--- src/rtl/debug_pkg.sv ---
// Shared types and constants for the MIPS debug unit: FSM states, command bytes
// and the sizes of the PC/register dump.
package debug_pkg;

  localparam int NB_DATA     = 32;
  localparam int NB_REG_ADDR = 5;
  localparam int N_REGS      = 32;
  localparam int NB_WORD_CNT = $clog2(N_REGS + 1);

  localparam logic [7:0] CMD_RUN   = 8'h52;
  localparam logic [7:0] CMD_STEP  = 8'h53;
  localparam logic [7:0] CMD_DUMP  = 8'h44;
  localparam logic [7:0] CMD_PAUSE = 8'h50;
  localparam logic [7:0] ERR_BYTE  = 8'h3F;

  typedef enum logic [2:0] {
    IDLE,
    RUN,
    STEP,
    DUMP_LOAD,
    TX_SEND,
    TX_WAIT,
    ERR
  } state_e;

endpackage

--- src/rtl/debug_sequencer_word_serializer.sv ---
// Holds one 32-bit dump word and presents it a byte at a time, MSB first,
// with a flag marking the final byte of the word.
module word_serializer
  import debug_pkg::*;
(
  input  logic               clk_i,
  input  logic               rst_i,
  input  logic               load_i,
  input  logic [NB_DATA-1:0] load_data_i,
  input  logic               shift_i,
  output logic [7:0]         byte_o,
  output logic               last_byte_o
);

  logic [NB_DATA-1:0] shift_q, shift_d;
  logic [1:0]         cnt_q, cnt_d;

  always_comb begin
    shift_d = shift_q;
    cnt_d   = cnt_q;
    if (load_i) begin
      shift_d = load_data_i;
      cnt_d   = 2'd0;
    end else if (shift_i) begin
      shift_d = {shift_q[NB_DATA-9:0], 8'h00};
      cnt_d   = cnt_q + 2'd1;
    end
  end

  always_ff @(posedge clk_i or posedge rst_i) begin
    if (rst_i) begin
      shift_q <= '0;
      cnt_q   <= 2'd0;
    end else begin
      shift_q <= shift_d;
      cnt_q   <= cnt_d;
    end
  end

  assign byte_o      = shift_q[NB_DATA-1 -: 8];
  assign last_byte_o = (cnt_q == 2'd3);

endmodule

--- src/rtl/debug_sequencer.sv ---
// Debug-unit controller: decodes UART command bytes, gates the pipeline halt,
// and streams the PC plus the whole register file back over the UART.
module debug_sequencer
  import debug_pkg::*;
(
  input  logic                   i_clk,
  input  logic                   i_reset,
  input  logic [7:0]             i_rx_data,
  input  logic                   i_rx_valid,
  output logic [7:0]             o_tx_data,
  output logic                   o_tx_start,
  input  logic                   i_tx_done,
  input  logic                   i_cpu_halted,
  input  logic [NB_DATA-1:0]     i_pc,
  output logic                   o_halt,
  output logic [NB_REG_ADDR-1:0] o_reg_addr,
  input  logic [NB_DATA-1:0]     i_reg_data,
  output logic                   o_busy
);

  localparam logic [NB_WORD_CNT-1:0] LAST_WORD = NB_WORD_CNT'(N_REGS);

  state_e                 state_q, state_d;
  logic                   halt_q, halt_d;
  logic [NB_WORD_CNT-1:0] word_q, word_d;
  logic [NB_REG_ADDR-1:0] reg_addr_q, reg_addr_d;
  logic                   err_sent_q, err_sent_d;

  logic               ser_load, ser_shift, ser_last;
  logic [NB_DATA-1:0] ser_data;
  logic [7:0]         ser_byte;

  word_serializer u_word_serializer (
    .clk_i       (i_clk),
    .rst_i       (i_reset),
    .load_i      (ser_load),
    .load_data_i (ser_data),
    .shift_i     (ser_shift),
    .byte_o      (ser_byte),
    .last_byte_o (ser_last)
  );

  always_comb begin
    state_d    = state_q;
    halt_d     = halt_q;
    word_d     = word_q;
    reg_addr_d = reg_addr_q;
    err_sent_d = err_sent_q;
    ser_load   = 1'b0;
    ser_shift  = 1'b0;
    ser_data   = i_pc;

    case (state_q)
      IDLE: begin
        halt_d = 1'b1;
        if (i_rx_valid) begin
          if (i_rx_data == CMD_RUN || i_rx_data == CMD_STEP) begin
            // A finished program must never be released again; just report state.
            if (i_cpu_halted) begin
              state_d = DUMP_LOAD;
            end else begin
              halt_d  = 1'b0;
              state_d = (i_rx_data == CMD_RUN) ? RUN : STEP;
            end
          end else if (i_rx_data == CMD_DUMP) begin
            state_d = DUMP_LOAD;
          end else begin
            err_sent_d = 1'b0;
            state_d    = ERR;
          end
        end
      end

      RUN: begin
        if (i_cpu_halted || (i_rx_valid && i_rx_data == CMD_PAUSE)) begin
          halt_d  = 1'b1;
          state_d = DUMP_LOAD;
        end
      end

      STEP: begin
        halt_d  = 1'b1;
        state_d = DUMP_LOAD;
      end

      // The address for the next word is issued here so the register file has
      // a full cycle before the following DUMP_LOAD samples it.
      DUMP_LOAD: begin
        ser_load   = 1'b1;
        ser_data   = (word_q == '0) ? i_pc : i_reg_data;
        reg_addr_d = word_q[NB_REG_ADDR-1:0];
        state_d    = TX_SEND;
      end

      TX_SEND: begin
        state_d = TX_WAIT;
      end

      TX_WAIT: begin
        if (i_tx_done) begin
          ser_shift = 1'b1;
          if (!ser_last) begin
            state_d = TX_SEND;
          end else if (word_q == LAST_WORD) begin
            word_d  = '0;
            state_d = IDLE;
          end else begin
            word_d  = word_q + 1'b1;
            state_d = DUMP_LOAD;
          end
        end
      end

      ERR: begin
        if (!err_sent_q) begin
          err_sent_d = 1'b1;
        end else if (i_tx_done) begin
          state_d = IDLE;
        end
      end

      default: begin
        state_d = IDLE;
      end
    endcase
  end

  always_ff @(posedge i_clk or posedge i_reset) begin
    if (i_reset) begin
      state_q    <= IDLE;
      halt_q     <= 1'b1;
      word_q     <= '0;
      reg_addr_q <= '0;
      err_sent_q <= 1'b0;
    end else begin
      state_q    <= state_d;
      halt_q     <= halt_d;
      word_q     <= word_d;
      reg_addr_q <= reg_addr_d;
      err_sent_q <= err_sent_d;
    end
  end

  assign o_tx_start = (state_q == TX_SEND) || (state_q == ERR && !err_sent_q);
  assign o_tx_data  = (state_q == ERR) ? ERR_BYTE : ser_byte;
  assign o_halt     = halt_q;
  assign o_reg_addr = reg_addr_q;
  assign o_busy     = (state_q != IDLE);

endmodule
--- config.mk ---
export PLATFORM = sky130hd
export DESIGN_NAME = debug_sequencer
export DESIGN_NICKNAME = d
export VERILOG_FILES = /design/src/rtl/debug_pkg.sv /design/src/rtl/debug_sequencer_word_serializer.sv /design/src/rtl/debug_sequencer.sv
export SDC_FILE = /design/constraint.sdc
export NUM_CORES = 1
export LEC_CHECK = 0
export ABC_CLOCK_PERIOD_IN_PS = 3400
export CORE_MARGIN = 8
export CORE_UTILIZATION = 49
export CTS_CLUSTER_SIZE = 28
export DETAILED_ROUTE_END_ITERATION = 6
export GPL_TIMING_DRIVEN = 1
export PLACE_DENSITY_LB_ADDON = 0.3
export SLEW_MARGIN = 20
export SYNTH_ARGS = -nofsm -noshare
export SYNTH_HDL_FRONTEND = slang
export SYNTH_SLANG_ARGS = --single-unit
--- constraint.sdc ---
create_clock -name i_clk -period 3.4 [get_ports i_clk]
set_input_delay 0.85 -clock i_clk [delete_from_list [all_inputs] [get_ports i_clk]]
set_output_delay 0.85 -clock i_clk [all_outputs]
set_load 0.05 [all_outputs]
[Word level (Yosys, flattened, before mapping)]
Cells that the tools add are included.
Word-level totals
  flip-flop bits (word level): 50
  bits in latches: 0
  bits in read-only memories: 0
  RAM bits: 0
  memories kept: 0
  output and inout bits: 16
  input bits: 77
Cells by class
  multiplexer cells: 32
  shift operators: 0
  $lt $le $gt $ge: 0
  eq/ne operators: 19
  div/mod/pow operators: 0
  $add $sub $neg: 2
  reduce and logical (&&, ||, !) cells: 16
  bitwise operators: 0
  multiply operators: 0
Operators by type and width (count)
  32-bit two-way mux: 4
  8-bit by 7-bit == test with 1-bit output, second input constant: 4
  3-bit two-way mux: 8
  3-bit one-hot mux with 7 select lines: 1
  2-bit != test, second input constant: 7
  1-bit two-way mux: 10
  2-bit two-way mux: 5
  3-bit == test, second input constant: 3
  8-bit two-way mux: 1
  6-bit by 1-bit adder with 6-bit output, second input constant: 1
  3-bit by 2-bit == test with 1-bit output, second input constant: 2
  6-bit == test, second input constant: 1
  6-bit zero test: 1
  6-bit two-way mux: 1
  3-bit nonzero test: 2
  5-bit AND reduction: 1
  4-bit AND reduction: 1
  2-bit nonzero test: 2
  3-bit by 1-bit == test with 1-bit output, second input constant: 1
  3-bit zero test: 1
  1-bit logical OR: 3
  1-bit one-hot mux with 3 select lines: 1
  3-bit AND reduction: 1
  2-bit by 1-bit adder with 2-bit output, second input constant: 1
  5 further kinds: 6

[Longest topological paths before layout]
Gate-level depths: netlist (run 1).
  depth in word-level cells: 6
  gate-level depth with buffers: 8
  depth with buffers taken out: 6

[Hierarchy]
From an unflattened synthesis (run 1), not the netlist that was laid out.
Second synthesis, totals
  cells, all modules: 305
  area total of the unflattened synthesis: 3078.0 µm²
By module, submodules not included
  word_serializer: instances 1, cells an instance 155, area each 1619.1 µm², sequential area each 850.8 µm²
  debug_sequencer: instances 1, cells an instance 150, area each 1458.9 µm², sequential area each 401.6 µm²

[Least setup slack after synthesis (run 1)]
OpenSTA, ideal clock, no wires.
  kind: reg-to-output
  start point: register state_q[1]
  end point: output port o_tx_start
  path slack: 0.684 ns
  data required time: 2.550 ns
  buffers on the path: 2
  stages on the path, launching flop included: 4
  arrival: 1.866 ns
  path through: dfrtp_1 -> buf_2 -> buf_1 -> a211oi_1
On the way
  cells in the longest elaborated chain, start to end: 3
  elaborated cells on any way between the ends: 4
  classes of those cells: 2 x eq/ne; 2 x reduce/logical
RTL lines
  from (decl): RTL line debug_sequencer.sv:23  | state_e state_q, state_d;
  from (signal assigned): RTL line debug_sequencer.sv:136  | state_q <= state_d;
  3-bit == test: RTL line debug_sequencer.sv:144  | assign o_tx_start = (state_q == TX_SEND) || (state_q == ERR && !err_sent_q);
  1-bit logical AND: RTL line debug_sequencer.sv:144
  1-bit logical OR *: RTL line debug_sequencer.sv:144
  to (decl): RTL line debug_sequencer.sv:11  | output logic o_tx_start,
Every way passes the cells marked *; elsewhere a longest branch is shown, timed or not.

[Worst setup path in the final report (run 1)]
  start point: register state_q[2]
  end point: output port o_tx_start
Same word-level chain as after synthesis.

==> run metrics, run 1 <==
status=finished clean; number of global-route vias before repair=around 2400; postcts setup bufs=0; Post-synth ARST share=100.0%; Worst-Skew Late Latency=approximately 290 ps; Crit path required time=between 2000 and 3000 ps; Post-synth EDFFs=0; global placement routability congestion=0.8675; Worst Skew=5.344 ps; cell-internal power=approximately 1.6 mW; WP data arrival=2210 ps; kind of critical path=reg -> out; Syn Area/Cell=between 10 and 15 sq um; Die X=90.95 um; die area=a little over 0.008 sq mm; Std-Cell Core Area=roughly 0.0055 sq mm; Initial Util=50.30%; crit-path max FO=15; commonest non-fill, non-tap cell in the layout=clkdlybuf4s50_1; max_cap viols=0; # clock sinks=50; net count reported at finish=about 440; setup_tns=0 ps; PwrDens=about 760 mW/mm^2; Boundary Pins=93; Syn Std Cell Area=0.002753 sq mm; DP Area=between 0.003 and 0.004 sq mm; Pwr Total=just under 3 mW; NetSw=between 1 and 1.5 mW; P&R area growth vs syn=37.45%; vias per inst=around 5.6; Synth Warn #=0; switching share of power=43.13%; cells on worst reg2reg path=7; R2R setup slack=around 1100 ps; CP Buf/Inv Count=2; Leak=1.557 nW; clk root buf=clkbuf_8; average wire per standard cell=16.02 um; largest net degree at the start of global routing=34; DR vias=about 2400; Worst setup SP type=register; Clk pwr share=11.2%; Synthesized Nets=between 300 and 400; Max Freq=around 330 MHz; clk slew on worst S/H paths=approximately 90 ps; max_slew headroom=between 40 and 50%; #FFs+latches synth=50; H-Tree Level Count=2; crit path from=state_q[2]; fin crit period=a little over 3000 ps; most frequent cells in the layout=clkdlybuf4s50_1 (92), dfrtp_1 (49), o21ai_1 (36); DRT iter0 DRCs=between 100 and 150; layout cell share with drive strength beyond 1=6.761%; Worst-Margin Slew=820.0 ps; Detailed Routing Iterations Pass 1=4; CTS Hold Bufs=0; Period Utilization, post-route=about nine tenths; post-synthesis sequential area ratio=between 40 and 50%; Final Max Slew Viols=0; Rows=27; sequential power share=between 30% and 40%; Post-Synthesis Cells=approximately 270; GRT Residual Overflow=0; critical path, cell by cell=inv_1 > a211oi_1 > clkdlybuf4s50_1; clock buffer depth=2; hpwl dp=approximately 5.3 mm; CTS buffer count=5; Yosys cell types=slightly below 50; WL final=6.840 mm; combinational share of power=approximately 54%; CTS tree=built; end point of the critical path=o_tx_start; number of diodes=0; Synth Flop Type=dfrtp_1; fin area=roughly 0.0038 sq mm; HP Class=reg -> reg; Antenna Violating Nets Remaining=0; R2R Path End=u_word_serializer.shift_q[13]; post_cts resized=0; Final Hold Vio Count=0; Largest stage delay, worst path=around 840 ps; unrepaired setup endpoints after global routing=no; total track usage=about 16%; first-pass GRT wire length=about 11 mm; Port Buffers=92; fillers=between 400 and 500; # DRC=0; Crit. End Element=output pin; initial antenna violation count=0; die height=slightly above 90 um; Levels on crit path=3; worst vdd rail ir drop=424.7 uV; setup violators final=0; Critical R2R Launch=word_q[0]; CP delay by family, top=buffers and inverters; critical path's slowest cell=clkdlybuf4s50_1
-- layout make-up --
| class | instances | area [sq um] | area share (%) |
|---|---|---|---|
| multi-input cells | 188 | 1340 | 35.42 |
| flip-flops and latches | 50 | 1252 | 33.10 |
| repair buffers | 101 | 988.4 | 26.12 |
| well taps | 72 | 90.09 | 2.381 |
| clock buffers | 5 | 68.82 | 1.819 |
| inverters | 9 | 33.78 | 0.8929 |
| clock inverters | 2 | 10.01 | 0.2646 |
-- power by group through the flow --
stage	Combinational [mW]	Sequential (mW)	Clock, mW
4_1_cts	1.57	1.00	0.328
2_1_floorplan	1.17	0.988	0
3_3_place_gp	1.52	1.00	0
6_report	1.55	1.00	0.323
5_1_grt	1.71	1.03	0.357
3_5_place_dp	1.56	1.01	0
-- worst register-to-register path: cells and delay by family, from the launching register on --
| kind | cells | cell delay (ps) |
|---|---|---|
| adders and majority gates | 1 | 170 |
| muxes | 1 | 260 |
| AOI/OAI and AO/OA | 1 | 80 |
| DFF | 1 | 400 |
| buffers and inverters | 2 | 410 |
| and+or+nand+nor | 2 | 830 |
-- routing by layer --
layer | routed length (um) | vias to the layer above | track usage, %
met3 | 376 | 5 | 4.198
met1 | 3029 | 1131 | 21.81
met2 | 3377 | 74 | 26.24
li1 | - | 1164 | -
met4 | 57 | 0 | 4.093
met5 | 0 | - | 0
-- per-stage QoR --
step	utilization (%)	worst slack, ps	std cells	hold WS (ps)
2_1_floorplan	-	684.5	265	456.4
3_5_place_dp	67.70	671.6	420	477.4
5_1_grt	69.14	198.5	427	513.0
3_3_place_gp	67.70	697.3	420	469.8
6_report	69.14	336.1	427	489.4
4_1_cts	69.14	336.7	427	496.7
-- cells in the mapped netlist, drive strengths merged (4+ instances only) --
master,number,area share [%]
a22oi,25,6.8
nand2b,6,1.4
inv,9,1.2
clkbuf,8,1.1
nor3,4,0.91
nand2,20,2.7
nand3,4,0.73
and2,4,0.91
nor2b,4,0.91
o21ai,42,7.8
buf,10,3.5
mux2i,32,12
mux2,5,2.0
dfrtp,49,45
nor2,5,0.68
-- registers in the layout (all words and copies together) (netlist names) --
name,count
u_word_serializer.shift_q,32
word_q,6
o_reg_addr,5
state_q,3
u_word_serializer.cnt_q,2
err_sent_q,1
o_halt,1
-- cells by family (layout without fill, tap and decap cells) --
kind of cell,after synthesis,in the layout,synth area share (%)
buffers and inverters,27,117,5.863
XOR/XNOR,3,3,0.9547
AO/OA/AOI/OAI,87,87,20.55
adder cells (fa/ha/maj),3,3,1.364
flip-flops,50,50,45.50
multiplexers,37,37,13.68
AND/OR/NAND/NOR,58,58,12.09
-- worst min path at each step --
stage	startpoint	to	slack (ps)	depth (start not counted)
2_1_floorplan	u_word_serializer.shift_q[0]	u_word_serializer.shift_q[0]	460	2
3_3_place_gp	u_word_serializer.shift_q[6]	u_word_serializer.shift_q[6]	470	2
3_5_place_dp	u_word_serializer.shift_q[2]	u_word_serializer.shift_q[2]	480	2
4_1_cts	u_word_serializer.shift_q[2]	u_word_serializer.shift_q[2]	500	2
5_1_grt	o_halt	o_halt	510	2
6_report	u_word_serializer.shift_q[2]	u_word_serializer.shift_q[2]	490	2
Note: power is estimated with default switching activity, not from simulation.
==> run 2, diff against run 1 <==
Settings changed: SLEW_MARGIN 20 to unset.
==> results of run 2 <==
The final DEF is identical to that of run 1; final timing and power are the same.
